==> src/rtl/nanov_reg_stream.sv <==
// Parallel/serial adapter for the nanoV bit-serial register file port.
// Write: word accepted at edge N, bits on data_rd in cycles N+1..N+32, ready again N+33.
// Capture: cap_start at edge N, samples edges N+1..N+32, result held until cap_ready.
module nanov_reg_stream #(
   parameter int WIDTH         = 32,
   parameter int CNT_BITS      = 5,
   parameter int REG_ADDR_BITS = 4
) (
   input  logic                     clk,
   input  logic                     rstn,
   input  logic                     load_valid,
   output logic                     load_ready,
   input  logic [WIDTH-1:0]         load_data,
   input  logic [REG_ADDR_BITS-1:0] load_rd,
   output logic [REG_ADDR_BITS-1:0] rd,
   output logic                     wr_en,
   output logic                     wr_next_en,
   output logic                     data_rd,
   output logic                     data_rd_next,
   input  logic                     cap_start,
   input  logic [REG_ADDR_BITS-1:0] cap_rs,
   output logic [REG_ADDR_BITS-1:0] rs,
   input  logic                     data_rs,
   output logic                     cap_busy,
   output logic                     cap_valid,
   output logic [WIDTH-1:0]         cap_data,
   input  logic                     cap_ready
);

   localparam logic [0:0] W_IDLE  = 1'b0;
   localparam logic [0:0] W_SHIFT = 1'b1;

   localparam logic [1:0] C_IDLE  = 2'd0;
   localparam logic [1:0] C_SHIFT = 2'd1;
   localparam logic [1:0] C_HOLD  = 2'd2;

   localparam logic [CNT_BITS-1:0] LAST_BIT = CNT_BITS'(WIDTH - 1);

   logic [0:0]          wstate;
   logic [WIDTH-1:0]    wsr;
   logic [CNT_BITS-1:0] wcnt;

   logic [1:0]          cstate;
   logic [WIDTH-1:0]    csr;
   logic [CNT_BITS-1:0] ccnt;

   logic                w_shifting;
   logic                w_last;

   // Write side: latch a word, then shift it out LSB first for WIDTH cycles.
   always_ff @(posedge clk) begin
      if (!rstn) begin
         wstate <= W_IDLE;
         wsr    <= '0;
         wcnt   <= '0;
         rd     <= '0;
      end else begin
         case (wstate)
            W_IDLE: begin
               if (load_valid) begin
                  wsr    <= load_data;
                  rd     <= load_rd;
                  wcnt   <= '0;
                  wstate <= W_SHIFT;
               end
            end
            default: begin
               wsr  <= {1'b0, wsr[WIDTH-1:1]};
               wcnt <= wcnt + 1'b1;
               if (wcnt == LAST_BIT) begin
                  wstate <= W_IDLE;
               end
            end
         endcase
      end
   end

   // Stream outputs decode from state and shift register only; the lookahead
   // bit is forced low on the final bit because there is no bit after it.
   always_comb begin
      w_shifting   = (wstate == W_SHIFT);
      w_last       = (wcnt == LAST_BIT);
      load_ready   = !w_shifting;
      wr_en        = w_shifting;
      wr_next_en   = w_shifting && !w_last;
      data_rd      = w_shifting && wsr[0];
      data_rd_next = w_shifting && !w_last && wsr[1];
   end

   // Capture side: shift data_rs in from the MSB end so bit 0 lands at csr[0],
   // then hold the word until the consumer takes it (optionally restarting at once).
   always_ff @(posedge clk) begin
      if (!rstn) begin
         cstate <= C_IDLE;
         csr    <= '0;
         ccnt   <= '0;
         rs     <= '0;
      end else begin
         case (cstate)
            C_IDLE: begin
               if (cap_start) begin
                  rs     <= cap_rs;
                  ccnt   <= '0;
                  cstate <= C_SHIFT;
               end
            end
            C_SHIFT: begin
               csr  <= {data_rs, csr[WIDTH-1:1]};
               ccnt <= ccnt + 1'b1;
               if (ccnt == LAST_BIT) begin
                  cstate <= C_HOLD;
               end
            end
            C_HOLD: begin
               if (cap_ready) begin
                  if (cap_start) begin
                     rs     <= cap_rs;
                     ccnt   <= '0;
                     cstate <= C_SHIFT;
                  end else begin
                     cstate <= C_IDLE;
                  end
               end
            end
            default: cstate <= C_IDLE;
         endcase
      end
   end

   // Capture status decodes from state; the word is visible straight from csr.
   always_comb begin
      cap_busy  = (cstate != C_IDLE);
      cap_valid = (cstate == C_HOLD);
      cap_data  = csr;
   end

endmodule

==> config.mk <==
export PLATFORM = sky130hd
export DESIGN_NAME = nanov_reg_stream
export DESIGN_NICKNAME = d
export VERILOG_FILES = /design/src/rtl/nanov_reg_stream.sv
export SDC_FILE = /design/constraint.sdc
export NUM_CORES = 1
export LEC_CHECK = 0
export BUFFER_PORTS_ARGS = -buffer_cell sky130_fd_sc_hd__buf_2
export CORE_ASPECT_RATIO = 1.1
export CORE_MARGIN = 5
export CORE_UTILIZATION = 53
export DETAILED_ROUTE_END_ITERATION = 12
export GPL_ROUTABILITY_DRIVEN = 1
export GPL_TIMING_DRIVEN = 0
export PLACE_DENSITY = 0.8
export SETUP_SLACK_MARGIN = 0.3
export SLEW_MARGIN = 20
export SYNTH_ARGS = -nofsm -noshare
export SYNTH_HDL_FRONTEND = slang
export SYNTH_SLANG_ARGS = --single-unit
==> constraint.sdc <==
create_clock -name clk -period 1.6 [get_ports clk]
set_input_delay 0.08 -clock clk [delete_from_list [all_inputs] [get_ports clk]]
set_output_delay 0.08 -clock clk [all_outputs]
set_load 0.005 [all_outputs]
==> results.ini <==
[synth]
synthTopCellsByArea=dfxtp_1 46%, mux2i_1 11%, nand2_1 10%
ys_types=34
async_flop_share=0
yosys.area.top_type=dfxtp_1
synth.yosys.seq_area_share=0.462
yosys_register_bits=85
syn_area_per_cell_um2=9.54
synth_top_area_share=0.462
yosysWarnings=0
synth_cells=386
synth_ff_type=dfxtp_1
synth_area_um2=3680
synth_edf_count=0
synth_nets=436

[pwr]
total_leakage_power_nw=2.36
p_per_area_nw_per_um2=988
vdd_drop_max_v=0.000702
total_power_mw=4.64

[detailed_routing]
drt_iter0_drc=59
totalWireLength_um=7930
drcViolationCount=0
ant_nets=0
routedWlPerCell_um=13.5
dr.pass1.iters=5
detail_route.vias_per_cell=5.18
vias=3041

[floorplan]
die_w_um=89.5
initial_core_util=0.552
die_area_um2=8720
die_h_um=97.4
rows=31
ios=93
core_um2=6670

[cells_and_area]
stdcell_count=587
seq_area_um2=1710
area_growth_pct=27.4
final_layout_size_suffix_gt1_frac=0.313
nNetsFinal=550
diodes=0
fillCellCount=538
multi_input_area_um2=1860
fin_area_um2=4690

[run]
cap_viol_max_count=0

[grt]
grt_use_total=0.182
grt_pass1_wl_um=12900
grt_overflow_total=0
grt_max_degree=15
antenna_found_initial=0
grt_pass1_vias=2915

[timing]
timing.final.max_slew_violations=0
setup_slack_ns=-0.0245
worst_slew_pin_slew_ns=0.459
clock.fmax_ghz=0.616
rsz0062_at_grt=yes
hold_viol_final=0
fin_skew_ns=0.00913
slew-limit-headroom=0.694
holdWs_ns=0.000112
finalCritPeriodShare=1.02
setup_violations=2
period_minus_slack_ns=1.62

[status]
violations=negative setup slack
status=finished with violations

[cts]
cts_root_buf=clkbuf_8
path_clk_slew_ns=0.08
tritoncts=done
insertion_delay_ns=0.36
clock_sinks=85
cts_buffers=9
htree_levels=3
cts.path.max_buffers=2

[placement]
port_buffers=90
gp_congestion=0.763
place_area_um2=4240
dp_cells=558
dp_hpwl_um=5530

[worst_setup_path]
r2r_setup_slack_ns=0.37
r2r-start=ccnt[1]
cp.arrival_ns=1.54
cp-end-kind=primary output
start_kind=flip-flop
required_ns=1.52
criticalPathCategory=flip-flop to primary output
critPathLaunch=wcnt[0]
crit_fanout=3

[min_path]
hp-class=primary input to flip-flop
hold_path.startpoint=cap_rs[3]

layout by cell type, fill, tap and decap left out, types with 3 or more instances in the layout:
cell,netlist,final
a21boi_0,3,3
a21boi_1,29,29
a21oi_1,4,4
buf_2,9,95
buf_4,5,12
buf_6,4,7
bufinv_16,0,3
clkbuf_1,10,9
clkbuf_2,1,3
clkbuf_8,0,10
dfxtp_1,85,78
dfxtp_2,0,6
dlygate4sd3_1,0,6
ha_4,0,3
inv_1,3,3
mux2i_1,40,40
nand2_1,101,101
nand3_1,3,3
nor2_1,6,5
nor2b_1,17,17
nor3b_1,3,3
o211a_1,32,32
o21ai_0,3,3
where the power goes:
part	leakage, nW	switching (mW)	total, mW	internal (mW)
clock	0.119	0.759	1.84	1.08
combinational	1.54	0.258	0.539	0.281
sequential	0.698	0.0539	2.26	2.21
cells by family (layout without fill, tap and decap cells):
family / after synthesis / count (layout) / synth area share
xor+xnor: 3 / 3 / 0.00713
compound gates: 77 / 77 / 0.179
mux: 41 / 41 / 0.112
simple gates: 143 / 143 / 0.176
buf+inv: 33 / 152 / 0.0503
fa+ha+maj: 4 / 4 / 0.0136
flops: 85 / 85 / 0.462
area by class of cell:
| cell class | count | share of cell area |
|---|---|---|
| timing repair buffer | 103 | 0.121 |
| inverter | 3 | 0.00240 |
| multi-input combinational | 268 | 0.396 |
| sequential | 85 | 0.365 |
| clock inverter | 6 | 0.0235 |
| tap | 82 | 0.0219 |
| clock buffer | 10 | 0.0293 |
| buffer | 30 | 0.0408 |
state kept, by name, summed over array words and instances, names as in the netlist:
name,cells
cap_data,32
wsr,32
ccnt,5
wcnt,5
rd,4
rs,4
cstate,2
wr_en,1
worst max-delay path: stages, from the launching register on:
cell and delay (ns):
dfxtp_4 0.36, ha_4 0.16, and3_4 0.18, ha_4 0.16, nor2_4 0.10, and2_4 0.15, buf_6 0.09
per-stage QoR:
step / setup TNS, ns / setup WS [ns] / utilization
final: -0.0295 / -0.0245 / 0.704
after CTS: -0.0550 / -0.0453 / 0.694
after global placement: 0 / 0.210 / 0.635
after global routing: -0.132 / -0.0759 / 0.704
after detailed placement: 0 / 0.212 / 0.635
after floorplan: 0 / 0.334 / -
per-layer routing:
layer	up-vias	GRT usage	routed length (um)
li1	1537	-	-
met1	1417	0.223	3320
met2	76	0.301	3970
met3	11	0.0534	561
met4	0	0.0596	78
met5	-	0	0
final timing paths:
kind / endpoint / cells past startpoint
worst min register to register: cap_data[0] / 2
worst min-delay path: rs[3] / 3
worst max-delay path: data_rd_next / 6
worst max register to register: ccnt[4] / 5
timing repair:
action,CTS,global route
pin swaps,5,4
resized for setup,16,13
endpoints found under the hold margin,6,0
endpoints found under the setup margin,17,20
buffers inserted,4,3
hold buffers,6,0
synth_stat cells (2+ instances only):
cell,count
nand3_1,3
o21ai_0,3
a211oi_2,2
inv_1,3
o211a_1,32
dfxtp_1,85
xnor2_1,2
nand2_1,101
and2_1,3
a21boi_0,3
buf_2,9
clkbuf_1,10
nor2_1,6
ha_1,4
nand2b_4,2
a21boi_1,29
and3_1,4
buf_6,4
a21oi_1,4
a22oi_1,2
mux2i_1,40
nor2b_1,17
buf_4,5
nor3b_1,3
(Power assumes the default switching activity.)
